$ cat src/rtl/nes_pad_receiver.sv
// NES controller pad serial receiver: drives latch/clock pins, shifts in 8 active-low button bits.
// Optional macro NES_EDGE_DETECT_EN adds a per-poll newly-pressed vector on `pressed`.
module nes_pad_receiver #(
  parameter int LATCH_CYCLES = 302,
  parameter int HALF_CYCLES  = 151
) (
  input  logic       clk,
  input  logic       rst_n,
  input  logic       start,
  input  logic       nes_data,
  output logic       nes_latch,
  output logic       nes_clk,
  output logic [7:0] buttons,
  output logic       valid,
  output logic       busy,
  output logic [7:0] pressed
);

  localparam int MAX_CYCLES = (LATCH_CYCLES > HALF_CYCLES) ? LATCH_CYCLES : HALF_CYCLES;
  localparam int CW         = $clog2(MAX_CYCLES + 1);
  localparam logic [CW-1:0] LATCH_LOAD = CW'(LATCH_CYCLES - 1);
  localparam logic [CW-1:0] HALF_LOAD  = CW'(HALF_CYCLES - 1);
  localparam logic [CW-1:0] PHASE_ONE  = CW'(1);
  localparam logic [CW-1:0] PHASE_ZERO = CW'(0);

  typedef enum logic [2:0] {
    S_IDLE   = 3'd0,
    S_LATCH  = 3'd1,
    S_CLK_LO = 3'd2,
    S_CLK_HI = 3'd3,
    S_DONE   = 3'd4
  } state_t;

  state_t        state_q, state_d;
  logic [CW-1:0] phase_q, phase_d;
  logic [2:0]    bit_q, bit_d;
  logic [7:0]    shift_q, shift_d;
  logic          sync1_q, snd_q;
  logic          nes_latch_q, nes_latch_d;
  logic          nes_clk_q, nes_clk_d;
  logic [7:0]    buttons_q, buttons_d;
  logic          valid_q, valid_d;
  logic          busy_q, busy_d;
  logic          phase_last;

  assign phase_last = (phase_q == PHASE_ZERO);

  // Two-flop synchroniser; resets to the idle (released) line level.
  always_ff @(posedge clk or negedge rst_n) begin
    if (!rst_n) begin
      sync1_q <= 1'b1;
      snd_q   <= 1'b1;
    end else begin
      sync1_q <= nes_data;
      snd_q   <= sync1_q;
    end
  end

  // Next-state, counters, shift register and registered-output decode.
  always_comb begin
    state_d   = state_q;
    phase_d   = phase_q;
    bit_d     = bit_q;
    shift_d   = shift_q;
    case (state_q)
      S_IDLE: begin
        bit_d = 3'd0;
        if (start) begin
          state_d = S_LATCH;
          phase_d = LATCH_LOAD;
        end else begin
          state_d = S_IDLE;
        end
      end
      S_LATCH: begin
        if (phase_last) begin
          shift_d[0] = ~snd_q;
          bit_d      = 3'd1;
          state_d    = S_CLK_LO;
          phase_d    = HALF_LOAD;
        end else begin
          phase_d = phase_q - PHASE_ONE;
        end
      end
      S_CLK_LO: begin
        if (phase_last) begin
          state_d = S_CLK_HI;
          phase_d = HALF_LOAD;
        end else begin
          phase_d = phase_q - PHASE_ONE;
        end
      end
      S_CLK_HI: begin
        if (phase_last) begin
          shift_d[bit_q] = ~snd_q;
          if (bit_q == 3'd7) begin
            state_d = S_DONE;
            phase_d = PHASE_ZERO;
          end else begin
            bit_d   = bit_q + 3'd1;
            state_d = S_CLK_LO;
            phase_d = HALF_LOAD;
          end
        end else begin
          phase_d = phase_q - PHASE_ONE;
        end
      end
      S_DONE: begin
        state_d = S_IDLE;
        phase_d = PHASE_ZERO;
      end
      default: begin
        state_d = S_IDLE;
        phase_d = PHASE_ZERO;
      end
    endcase
    // Outputs decode the upcoming state so pins change in the same cycle as the state.
    nes_latch_d = (state_d == S_LATCH);
    nes_clk_d   = (state_d == S_CLK_HI);
    valid_d     = (state_d == S_DONE);
    busy_d      = (state_d != S_IDLE);
    if (state_d == S_DONE) begin
      buttons_d = shift_d;
    end else begin
      buttons_d = buttons_q;
    end
  end

  // Main state and output registers.
  always_ff @(posedge clk or negedge rst_n) begin
    if (!rst_n) begin
      state_q     <= S_IDLE;
      phase_q     <= PHASE_ZERO;
      bit_q       <= 3'd0;
      shift_q     <= 8'h00;
      nes_latch_q <= 1'b0;
      nes_clk_q   <= 1'b0;
      buttons_q   <= 8'h00;
      valid_q     <= 1'b0;
      busy_q      <= 1'b0;
    end else begin
      state_q     <= state_d;
      phase_q     <= phase_d;
      bit_q       <= bit_d;
      shift_q     <= shift_d;
      nes_latch_q <= nes_latch_d;
      nes_clk_q   <= nes_clk_d;
      buttons_q   <= buttons_d;
      valid_q     <= valid_d;
      busy_q      <= busy_d;
    end
  end

`ifdef NES_EDGE_DETECT_EN
  logic [7:0] prev_q, prev_d;
  logic [7:0] pressed_q, pressed_d;

  // Newly-pressed vector relative to the previous completed poll.
  always_comb begin
    if (valid_d) begin
      pressed_d = shift_d & ~prev_q;
      prev_d    = shift_d;
    end else begin
      pressed_d = pressed_q;
      prev_d    = prev_q;
    end
  end

  // Edge-detect history registers.
  always_ff @(posedge clk or negedge rst_n) begin
    if (!rst_n) begin
      prev_q    <= 8'h00;
      pressed_q <= 8'h00;
    end else begin
      prev_q    <= prev_d;
      pressed_q <= pressed_d;
    end
  end

  assign pressed = pressed_q;
`else
  assign pressed = 8'h00;
`endif

  assign nes_latch = nes_latch_q;
  assign nes_clk   = nes_clk_q;
  assign buttons   = buttons_q;
  assign valid     = valid_q;
  assign busy      = busy_q;

endmodule

$ cat config.mk
export PLATFORM = sky130hd
export DESIGN_NAME = nes_pad_receiver
export DESIGN_NICKNAME = d
export VERILOG_FILES = /design/src/rtl/nes_pad_receiver.sv
export SDC_FILE = /design/constraint.sdc
export NUM_CORES = 1
export LEC_CHECK = 0
export CORE_MARGIN = 2
export CORE_UTILIZATION = 55
export DETAILED_ROUTE_END_ITERATION = 12
export GPL_TIMING_DRIVEN = 0
export HOLD_SLACK_MARGIN = 0.06
export MAX_ROUTING_LAYER = met4
export PLACE_DENSITY = 0.79
export SLEW_MARGIN = 10
export SYNTH_ARGS = -nofsm -noshare
export SYNTH_HDL_FRONTEND = slang
export SYNTH_SLANG_ARGS = --single-unit
export TNS_END_PERCENT = 5
$ cat constraint.sdc
create_clock -name clk -period 3.3 [get_ports clk]
set_input_delay 0.66 -clock clk [delete_from_list [all_inputs] [get_ports clk]]
set_output_delay 0.66 -clock clk [all_outputs]
set_load 0.01 [all_outputs]
==> summary.txt <==
Result of the run -> complete, no violations
Setup repair after global routing missed its margin -> false
Post-synthesis instance area -> 1940 um^2
Number of nets in the layout -> 240
Drt drc -> 0
Setup Skew -> 0.00827 ns
ANT nets after route -> 0
Port-buffer cells -> 14
Number of cells upsized or downsized after cts -> 0
Dominant cells by area after synthesis -> sky130_fd_sc_hd__dfrtp_1, sky130_fd_sc_hd__o21ai_0, sky130_fd_sc_hd__nand2_1, sky130_fd_sc_hd__a21oi_1, sky130_fd_sc_hd__buf_4
Number of hold-repair buffers added at the cts stage -> 0
Beginning of the worst hold path -> sync1_q
Biggest area consumer among synthesized cells -> sky130_fd_sc_hd__dfrtp_1
CTS root buffer -> sky130_fd_sc_hd__clkbuf_4
Worst endpoint data arrival time -> 2.44 ns
Placed wire-length estimate after detailed placement -> 2720 um
Number of buffer and inverter stages on the critical path -> 1
Register area share after synthesis -> 0.479
CTS Buf Count -> 5
Most common cell in the netlist -> sky130_fd_sc_hd__dfrtp_1
Actual slew at the worst max-slew pin -> 0.804 ns
Clk slew on worst S/H paths -> 0.10 ns
Most used routing layer -> met2
Clock sink total -> 37
Crit-path slowest cell -> sky130_fd_sc_hd__o21ai_0
Endpoint of the worst register-to-register path -> phase_q[4]
Number of stages on the worst setup path -> 6
Antenna cells -> 0
FP Rows -> 21
Max incr delay on CP -> 0.62 ns
Number of setup buffers added after CTS -> 0
Worst reg2reg path startpoint -> phase_q[0]
Initial Util -> 0.576
GR Util met3 -> 0.0696
Via count of the first global-routing pass -> 1,476
Peak VDD IR -> 0.275 mV
Power Dens Cells -> 362 nW/um^2
Floorplan die area -> 4010 um^2
Area added between synthesis and finish -> 15.7%
FFs w/ async S/R, synth -> 1.00
Initial antenna violation count -> 0
Achievable clock frequency -> 446 MHz
Layout cells sized above 1 -> 0.116
Total routing resource utilization after global routing -> 0.226
Wire length of the first global-routing pass -> 6760 um
Pin count of the biggest net entering global routing -> 38
Slew HR -> 0.464
Cell seen most often among critical-path stages -> sky130_fd_sc_hd__o21ai_0
Global routing usage on met2 -> 0.362
Netlist cell types -> 46
Launching instance or port of the critical path -> phase_q[0]
Tightest Hold Check Type -> register to register
Crit Path Class -> register to register
Clock buffer depth -> 2
Required @ worst endpoint -> 3.50 ns
Ys flop type -> sky130_fd_sc_hd__dfrtp_1
Post-synth EDFFs -> 0
Clock tree from TritonCTS -> done
DR pass1 iterations -> 4
Average routed wire per standard cell -> 13.9 um
GPL Wtd Cong -> 0.909
Overall Power -> 0.812 mW
Post-Synthesis Cells -> 204
MaxCap Viol Count -> 0
Utilization after layout -> 0.667
Length in cells of the worst reg-to-reg path -> 6
Per-instance average area after synthesis -> 9.50 um^2
H-Tree Level Count -> 2
Total negative slack for setup checks -> 0 ns
Min cycle time layout -> 2.24 ns
Delay-heaviest family, CP -> compound AO/OA/AOI/OAI gates
Floorplan core area -> 3360 um^2
Count of synthesis-stage warnings from yosys -> 0
Cell-by-cell listing of the critical path -> inv_1, ha_1, nor4b_4, nand2_4, o21ai_0, o21ai_0
Nature of the critical path endpoint -> register
Ports placed on the boundary -> 24
Die X-Extent -> 63.4 um
Pins over their slew limit -> 0
Most common library cells after synthesis -> sky130_fd_sc_hd__dfrtp_1, sky130_fd_sc_hd__o21ai_0, sky130_fd_sc_hd__nand2_1, sky130_fd_sc_hd__nor2_1, sky130_fd_sc_hd__a21oi_1
Yosys top cell area share -> 0.452
Maximum fanout along the worst path -> 9
Total wire length -> 3870 um
#FFs+latches synth -> 37
Clk Latency, worst-skew pair -> 0.35 ns
Static leakage power -> 0.995 nW
Total setup violations reported at the end of the flow -> 0
Flop2flop setup slack -> 1.06 ns
Startpoint class of the critical path -> register
Final worst-path cycle share -> 0.679
Global routing met1 resource utilization -> 0.279
Chip height -> 63.4 um
Number of hold-slack violations in the final timing report -> 0
Number of design-rule violations left by the first detailed-router iteration -> 106
Remaining global-route overflow -> 0
Capturing instance or port of the critical path -> phase_q[4]
Average via count per standard cell -> 5.59
Total via count in the routed design -> 1,560
[worst register-to-register path, cell delays in order (launching register included)]
cell                      delay [ns]
sky130_fd_sc_hd__dfrtp_1        0.41
sky130_fd_sc_hd__inv_1          0.11
sky130_fd_sc_hd__ha_1           0.19
sky130_fd_sc_hd__nor4b_4        0.37
sky130_fd_sc_hd__nand2_4        0.16
sky130_fd_sc_hd__o21ai_0        0.63
sky130_fd_sc_hd__o21ai_0        0.22
[state kept, by name, indices dropped and copies added (netlist names)]
register   count
buttons        8
nes_clk        1
shift_q        8
sync1_q        1
phase_q        9
busy           1
snd_q          1
nes_latch      1
valid          1
bit_q          3
state_q        3
[per-layer routing]
metal	wire length, um	vias up
met5	0	-
met4	46	0
met3	155	6
met2	1930	28
met1	1750	753
li1	-	773
[cells by family (layout without fill, tap and decap cells)]
group | after synthesis | count (layout) | synth area share
other | 1 | 8 | 0.00193
multiplexers | 6 | 6 | 0.0336
adder cells (fa/ha/maj) | 4 | 4 | 0.0258
AND/OR/NAND/NOR | 69 | 69 | 0.203
XOR/XNOR | 2 | 2 | 0.00904
flip-flops | 37 | 37 | 0.479
buffers and inverters | 28 | 50 | 0.0704
AO/OA/AOI/OAI | 57 | 57 | 0.177
[report_power, final]
part,internal [mW],switching (mW),total [mW]
Combinational,0.00845,0.0177,0.0262
Clock,0.181,0.148,0.329
Sequential,0.455,0.00139,0.457
[final cells by class]
class                           count  area [um^2]
Buffer                             18         98.8
Clock inverter                      1         30.0
Multi-Input combinational cell    146          900
Tap cell                           46         57.6
Clock buffer                        7         55.1
Timing Repair Buffer               14          135
Fill cell                         299         1120
Sequential cell                    37          928
Inverter                           10         37.5
[cell usage in the layout, fill, tap and decap left out, types with 2 or more instances in the layout]
| cell | netlist | layout |
|---|---|---|
| sky130_fd_sc_hd__nor3_1 | 4 | 4 |
| sky130_fd_sc_hd__o31ai_1 | 8 | 8 |
| sky130_fd_sc_hd__nand4_1 | 2 | 2 |
| sky130_fd_sc_hd__dfrtp_1 | 35 | 35 |
| sky130_fd_sc_hd__mux2i_1 | 5 | 5 |
| sky130_fd_sc_hd__nand3_1 | 9 | 9 |
| sky130_fd_sc_hd__nor2_1 | 13 | 13 |
| sky130_fd_sc_hd__o21ai_0 | 25 | 25 |
| sky130_fd_sc_hd__conb_1 | 1 | 8 |
| sky130_fd_sc_hd__clkbuf_1 | 9 | 10 |
| sky130_fd_sc_hd__nor3b_1 | 2 | 2 |
| sky130_fd_sc_hd__or3b_2 | 2 | 2 |
| sky130_fd_sc_hd__nor4_1 | 2 | 2 |
| sky130_fd_sc_hd__dfstp_2 | 2 | 2 |
| sky130_fd_sc_hd__clkdlybuf4s50_1 | 0 | 13 |
| sky130_fd_sc_hd__a21oi_1 | 12 | 12 |
| sky130_fd_sc_hd__or4_1 | 2 | 2 |
| sky130_fd_sc_hd__nand3b_1 | 3 | 3 |
| sky130_fd_sc_hd__clkbuf_4 | 0 | 5 |
| sky130_fd_sc_hd__inv_1 | 10 | 10 |
| sky130_fd_sc_hd__buf_4 | 8 | 8 |
| sky130_fd_sc_hd__and2_0 | 2 | 2 |
| sky130_fd_sc_hd__nand2_1 | 20 | 20 |
| sky130_fd_sc_hd__ha_1 | 4 | 4 |
[through the flow]
step | hold WS [ns] | area, um^2 | setup slack, ns | std cells
finish | 0.362 | 2240 | 1.06 | 279
global route | 0.369 | 2240 | 0.925 | 279
CTS | 0.363 | 2240 | 1.05 | 279
detailed placement | 0.347 | 2160 | 1.10 | 271
global placement | 0.346 | 2160 | 0.747 | 271
floorplan | 0.345 | 1960 | 1.40 | 211
[worst min-delay path by stage]
stage | endpoint | slack, ns | depth (start not counted)
CTS | snd_q | 0.36 | 0
global route | snd_q | 0.37 | 0
global placement | snd_q | 0.35 | 0
floorplan | snd_q | 0.35 | 0
finish | snd_q | 0.36 | 0
detailed placement | snd_q | 0.35 | 0
Note: power is estimated with default switching activity, not from simulation.
